--- src/rtl/instr_fetch_fifo.sv ---
// instr_fetch_fifo: dual-issue instruction queue between the fetch unit and
// the two decode slots. Accepts up to two {instr, pc} pairs per cycle and
// presents the two oldest entries to decode.
//
// Optional feature: define IFIFO_BYPASS_EN to let writes into an empty,
// unstalled queue reach the read lanes combinationally (zero latency).
// Without the macro there is no wr -> rd combinational path.
module instr_fetch_fifo #(
    parameter int DEPTH = 8,
    parameter int PTR_W = $clog2(DEPTH)
) (
    input  logic        clk,
    input  logic        rst_n,
    input  logic        fifo_rst,
    input  logic        fifo_stall,
    input  logic [1:0]  wr_valid,
    input  logic [31:0] wr_instr0,
    input  logic [31:0] wr_instr1,
    input  logic [31:0] wr_pc0,
    input  logic [31:0] wr_pc1,
    output logic        fifo_full,
    output logic [1:0]  rd_valid,
    output logic [31:0] instr1,
    output logic [31:0] instr2,
    output logic [31:0] pc1,
    output logic [31:0] pc2,
    output logic        overflow
);

    typedef logic [PTR_W-1:0] ptr_t;
    typedef logic [PTR_W:0]   cnt_t;

    typedef struct packed {
        logic [31:0] instr;
        logic [31:0] pc;
    } entry_t;

    entry_t mem_q [DEPTH];

    ptr_t   head_q, head_d;
    ptr_t   tail_q, tail_d;
    cnt_t   count_q, count_d;
    logic   overflow_q, overflow_d;

    entry_t push0, push1;      // compacted write slots (oldest first)
    entry_t lane0, lane1;      // read lanes before zeroing
    cnt_t   push_n, pop_n;
    logic   push_any;
    logic   push_ok;
    logic   bypass;

    // Full leaves one slot of headroom for the fetch already in flight
    assign fifo_full = (count_q > cnt_t'(DEPTH - 2));
    assign overflow  = overflow_q;

`ifdef IFIFO_BYPASS_EN
    assign bypass = rst_n && fifo_rst && !fifo_stall && (count_q == '0);
`else
    assign bypass = 1'b0;
`endif

    // Compact the valid write slots: slot0 first, then slot1
    always_comb begin
        push_any    = |wr_valid;
        push_n      = cnt_t'(wr_valid[0]) + cnt_t'(wr_valid[1]);
        push0.instr = wr_valid[0] ? wr_instr0 : wr_instr1;
        push0.pc    = wr_valid[0] ? wr_pc0    : wr_pc1;
        push1.instr = wr_instr1;
        push1.pc    = wr_pc1;
        // Acceptance looks only at the start-of-cycle full flag
        push_ok     = push_any && !fifo_full && fifo_rst && !bypass;
    end

    // Present the two oldest entries (or bypassed slots); idle lanes read 0
    always_comb begin
        // NOTE: every output of a combinational block gets a default first, so no path can leave it unassigned and infer a latch.
        rd_valid = {count_q >= cnt_t'(2), count_q != '0};
        lane0    = mem_q[head_q];
        lane1    = mem_q[head_q + ptr_t'(1)];
`ifdef IFIFO_BYPASS_EN
        if (bypass) begin
            rd_valid = {wr_valid == 2'b11, push_any};
            lane0    = push0;
            lane1    = push1;
        end
`endif
        instr1 = rd_valid[0] ? lane0.instr : '0;
        pc1    = rd_valid[0] ? lane0.pc    : '0;
        instr2 = rd_valid[1] ? lane1.instr : '0;
        pc2    = rd_valid[1] ? lane1.pc    : '0;
        pop_n  = fifo_stall ? '0 : (cnt_t'(rd_valid[0]) + cnt_t'(rd_valid[1]));
    end

    // Next pointers, count and sticky overflow; flush overrides everything
    always_comb begin
        head_d     = head_q;
        tail_d     = tail_q;
        count_d    = count_q;
        overflow_d = overflow_q;
        if (!fifo_rst) begin
            head_d     = '0;
            tail_d     = '0;
            count_d    = '0;
            overflow_d = 1'b0;
        end else if (!bypass) begin
            if (push_ok) begin
                tail_d = tail_q + ptr_t'(push_n);
            end
            if (push_any && fifo_full) begin
                overflow_d = 1'b1;
            end
            head_d  = head_q + ptr_t'(pop_n);
            count_d = count_q + (push_ok ? push_n : cnt_t'(0)) - pop_n;
        end
    end

    // Entry storage: written only by accepted pushes
    // NOTE: the array has no reset; validity comes from count, so resetting it would only add reset fan-out.
    always_ff @(posedge clk) begin
        if (push_ok) begin
            mem_q[tail_q] <= push0;
            if (push_n == cnt_t'(2)) begin
                mem_q[tail_q + ptr_t'(1)] <= push1;
            end
        end
    end

    // Control state registers
    always_ff @(posedge clk or negedge rst_n) begin
        if (!rst_n) begin
            head_q     <= '0;
            tail_q     <= '0;
            count_q    <= '0;
            overflow_q <= 1'b0;
        end else begin
            // NOTE: sequential state uses non-blocking assignment so every flop samples pre-edge values.
            head_q     <= head_d;
            tail_q     <= tail_d;
            count_q    <= count_d;
            overflow_q <= overflow_d;
        end
    end

endmodule
--- config.mk ---
export PLATFORM = sky130hd
export DESIGN_NAME = instr_fetch_fifo
export DESIGN_NICKNAME = d
export VERILOG_FILES = /design/src/rtl/instr_fetch_fifo.sv
export SDC_FILE = /design/constraint.sdc
export NUM_CORES = 1
export LEC_CHECK = 0
export CELL_PAD_IN_SITES_DETAIL_PLACEMENT = 1
export CELL_PAD_IN_SITES_GLOBAL_PLACEMENT = 1
export CORE_MARGIN = 1.5
export CORE_UTILIZATION = 51
export DETAILED_ROUTE_END_ITERATION = 7
export GPL_ROUTABILITY_DRIVEN = 1
export GPL_TIMING_DRIVEN = 0
export MAX_ROUTING_LAYER = met4
export PLACE_DENSITY_LB_ADDON = 0.1
export SLEW_MARGIN = 20
export SYNTH_ARGS = -nofsm -noshare
export SYNTH_HDL_FRONTEND = slang
export SYNTH_SLANG_ARGS = --single-unit
--- constraint.sdc ---
create_clock -name clk -period 6.1 [get_ports clk]
set_clock_uncertainty 0.1 [all_clocks]
set_input_delay 0.915 -clock clk [delete_from_list [all_inputs] [get_ports clk]]
set_output_delay 0.915 -clock clk [all_outputs]
set_load 0.02 [all_outputs]
### Yosys cells after proc, flatten, opt, wreduce, memory -nomap -nowiden

Memories as Yosys holds them, arrays and structs flattened.
Index checks and enable logic that the tools add are counted.

| storage, ports and cells | value |
|---|---|
| flip-flop bits (word level) | 11 |
| RAM bits | 512 |
| input bits | 134 |
| output and inout bits | 132 |
| logic and storage cells | 43 |
| memories | 1 |

Memories:

| name | depth | bits a word | read ports | clocked after Yosys merged registers in | write ports | RTL line | source |
|---|---|---|---|---|---|---|---|
| mem_q | 8 | 64 | 2 | 0 | 2 | 38 | `entry_t mem_q [DEPTH];` |

| operators by class | value |
|---|---|
| add/sub/neg operators | 8 |
| $lt $le $gt $ge | 2 |
| eq/ne operators | 3 |
| mux-type cells | 19 |
| reduce and logical (&&, ||, !) cells | 6 |

Operator list:

| kind | number |
|---|---|
| $mux 32 | 6 |
| $mux 3 | 3 |
| $mux 1 | 7 |
| $add 3x1->3 const B | 2 |
| $add 3x2->3 | 2 |
| $add 1x1->2 | 2 |
| $add 4x2->4 | 1 |
| $ge 4x2->1 const B | 1 |
| $gt 4x3->1 const B | 1 |
| $mux 2 | 2 |
| $mux 4 | 1 |
| $ne 2x1->1 const B | 2 |
| $reduce_bool 4->1 | 1 |
| $sub 4x2->4 | 1 |
| $logic_and 1x1->1 | 3 |
| $eq 2x2->1 const B | 1 |
| $reduce_or 2->1 | 1 |
| $logic_not 1->1 | 1 |

### Logic depth before layout (Yosys ltp)

| depth | value |
|---|---|
| depth after elaboration | 8 |
| mapped depth | 16 |
| depth with buffers taken out | 13 |

### Least setup slack after synthesis

OpenSTA, ideal clock, no wires.

| path | value |
|---|---|
| kind | input to register |
| start | in wr_valid[0] |
| end | mem mem_q[1][0] (netlist bit) (enable) |
| library setup time | 487 ps |
| arrival | 5233 ps |
| required time | 5513 ps |
| slack | 280 ps |
| stages on the path | 8 |
| buffers on the path | 3 |
| path through | clkbuf_1 -> clkbuf_1 -> inv_1 -> ha_1 -> and4bb_4 -> o21ai_4 -> buf_6 -> nor2_1 |

RTL lines:

| what | RTL line | source |
|---|---|---|
| start: declaration | 16 | `input logic [1:0] wr_valid,` |
| end: declaration | 38 |  |

### Final worst setup path

| path | value |
|---|---|
| start | reg head_q[0] |
| end | out pc1[9] |

| between the ends | value |
|---|---|
| word-level cells in the longest chain between the ends | 2 |

Ends and longest elaborated chain:

| what | RTL line | source |
|---|---|---|
| start: declaration | 40 | `ptr_t head_q, head_d;` |
| start signal: assignment | 131 | `head_q <= '0;` |
| start signal: assignment | 137 | `head_q <= head_d;` |
| $mem_v2 8x64 | n/a |  |
| $mux 32 | 88 | `pc1 = rd_valid[0] ? lane0.pc : '0;` |
| end: declaration | 25 | `output logic [31:0] pc1,` |

No other way between the ends.

==> impl_metrics.csv <==
group,metric,value,unit
yosys,synth_warnings,0,
routing,drc,0,
clocking,clkSlewWorstSetupHoldPaths,0.06,ns
floorplan,die_x,249,µm
setup_path,cp_data_arrival_time,4.67,ns
setup_path,crit_top_cell,"clkbuf_1",
timing,rsz0062_at_grt,"no",
flow_run,maxCapViolations,0,
setup_path,crit_required,5.08,ns
placement,portBuffers,265,
yosys,ys_seq_elements,523,
yosys,synthAdderAreaFrac,0.803,%
worst_hold_path,hold_class,"reg2reg",
clocking,postCtsSetupRepairBufs,0,
yosys,netlist_instances,1742,
final_layout,final_cells,2916,
global_routing,top_usage_layer,"met2",
timing,tightest_slew,1.15,ns
yosys,synth_compound_area_share,4.24,%
yosys,avgSynthCellArea,17.7,µm²
clocking,clockBufferDepth,3,
yosys,synth_cell_types,41,
setup_path,end_kind,"primary output",
yosys,synth_xor_area_share,0.227,%
routing,vias_per_cell,6.91,
yosys,netlist_top_cells_area,"edfxtp_1 (50%), mux2_2 (19%), mux4_2 (19%)",
timing,period_needed,5.68,ns
final_layout,area_delta_synth_final,19.8,%
clocking,hold_buffers,0,
routing,vias,20100,
floorplan,die_h,249,µm
yosys,yosys.area_share.simple,1.18,%
clocking,cts_tree,"done",
placement,pre_cts_ws,0.103,ns
routing,drtIter0Drc,2302,
timing,fin_crit_sh,93.1,%
global_routing,met1_usage,44.2,%
power,power.density,455,nW/µm²
global_routing,grt_start_max_net_pins,36,
yosys,synth_edf_count,512,
yosys,post-synth-top-count-cell,"mux2_2",
setup_path,critPathSlowestCell,"clkbuf_1",
timing,fmax,176,MHz
setup_path,worst-setup-path-type,"reg2out",
floorplan,ios,266,
final_layout,nNetsFinal,2246,
yosys,synthFlopType,"edfxtp_1",
worst_hold_path,hold_start,"overflow",
yosys,synth_top_area_share,49.8,%
floorplan,core-area,59500,µm²
floorplan,start_util,51.9,%
power,vdd_ir_drop_max,0.342,mV
timing,finalMaxSlewViolations,0,
floorplan,die_area,62000,µm²
yosys,synth_top_family_by_area,"multiplexers",
global_routing,met2_usage,54.9,%
placement,placed_cells,2808,
clocking,cts_resized,0,
routing,routed_wl,102000,µm
power,power,16.8,mW
clocking,cts_max_level,2,
floorplan,rows,89,
clocking,clkSinkCount,523,
setup_path,worstSetupStartpointType,"register",
yosys,synthMuxAreaShare,40.1,%
yosys,yosysTopAreaCell,"edfxtp_1",
yosys,netlist_area,30900,µm²
final_layout,drive_gt1_share,47.2,%
global_routing,first_global_vias,21300,
clocking,numCtsBuffers,57,
yosys,synth_seq_area_share,50.7,%
global_routing,grt_pass1_wl,148000,µm
clocking,clock_tree.root_cell,"clkbuf_16",
yosys,syn-num-nets,1894,
timing,tns,0,ns
timing,hold_ws,0.408,ns
global_routing,grt.total_usage,33.9,%
global_routing,grt_overflow,0,
setup_path,path_delay_family,"buffers and inverters",
timing,setup_viol,0,
routing,first_pass_iters,5,
clocking,clk_latency,0.63,ns
yosys,async_flop_share,2.10,%
yosys,ys_top_cells_by_count,"mux2_2 (529), edfxtp_1 (512), mux4_2 (256)",
setup_path,r2r_start,"count_q[3]",
status,status,"completed",
setup_path,critPathMaxFanout,10,
global_routing,use_met3,5.19,%
setup_path,critPathBufInv,5,
setup_path,cp-startpoint,"head_q[0]",
power,p_leak,12.0,nW
placement,hpwl,66500,µm
timing,relSlewSlack,23.6,%
setup_path,crit_chain,"clkbuf_1 -> buf_2 -> clkbuf_1 -> clkbuf_1 -> mux4_2 -> a22o_1 -> clkdlybuf4s50_1",
routing,post_drt_wl_per_cell,35.1,µm
timing,hold_viol,0,
setup_path,max_stage_delay,0.91,ns
placement,gp_congestion,0.839,
timing,fin_ws,0.419,ns
global_routing,antenna_found_initial,2,
routing,drtAntennaViolNets,0,
-- sequential cells by signal, summed over array words and instances, names as in the netlist --
| name | flops |
|---|---|
| head_q | 3 |
| tail_q | 3 |
| count_q | 4 |
| mem_q | 512 |
| overflow | 1 |
-- cell type report --
type | instances | area (µm²)
fill | 5233 | 22500
sequential | 523 | 15700
multi-input combinational | 1061 | 14400
timing repair buffer | 293 | 3350
clock buffer | 74 | 1510
tap | 773 | 967
buffer | 146 | 816
clock inverter | 31 | 190
inverter | 12 | 45.0
antenna | 3 | 7.51
-- layer usage --
metal / up-vias / wire length [µm]
met5: - / 0
met4: 0 / 3110
met3: 211 / 8700
met2: 1147 / 50300
met1: 10700 / 40200
li1: 8095 / -
-- metrics by stage --
step           instance area (µm²)  utilization [%]
2_1_floorplan                30900                -
3_3_place_gp                 34500             58.0
3_5_place_dp                 35200             59.3
4_1_cts                      36900             62.1
5_1_grt                      37000             62.2
6_report                     37000             62.2
-- final timing paths --
check	to	slack [ns]	depth (start not counted)
hold / removal	overflow	0.41	1
setup reg to reg	mem_q[4][5]	2.66	8
setup / recovery	pc1[9]	0.42	7
max in group asynchronous	tail_q[2]	4.90	1
min in group asynchronous	overflow	0.57	1
hold reg to reg	overflow	0.41	1
-- logic make-up after synthesis --
kind of cell	after synthesis
AOI/OAI and AO/OA	152
xor gates and xnor gates	8
adders and majority gates	18
buffers and inverters	158
DFF	523
muxes	833
and+or+nand+nor	50
-- cell usage in the layout (no fill, tap or decap), drive strengths merged, types with 2 or more instances in the layout --
master | synthesis | routed
nor2 | 9 | 9
nor3b | 2 | 2
bufinv | 0 | 2
fa | 3 | 3
nand2 | 5 | 5
clkinv | 0 | 29
o21ai | 5 | 5
ha | 15 | 15
mux2 | 577 | 577
xnor2 | 5 | 5
a21o | 2 | 2
inv | 12 | 12
mux4 | 256 | 256
a21boi | 2 | 2
buf | 80 | 105
nand2b | 2 | 2
dfrtp | 11 | 11
clkbuf | 66 | 143
clkdlybuf4s50 | 0 | 265
nand3b | 2 | 2
and2 | 11 | 11
diode | 0 | 3
o22a | 4 | 4
xor2 | 3 | 3
nor2b | 6 | 6
a22o | 128 | 128
a21oi | 4 | 4
a2bb2oi | 2 | 2
o21a | 3 | 3
nor3 | 7 | 7
edfxtp | 512 | 512
-- power breakdown --
group / switching [mW] / internal [mW] / total (mW)
logic: 4.93 / 4.23 / 9.16
clock network: 1.45 / 1.81 / 3.27
registers: 0.127 / 4.28 / 4.40
total: 6.51 / 10.3 / 16.8
(Power assumes the default switching activity.)
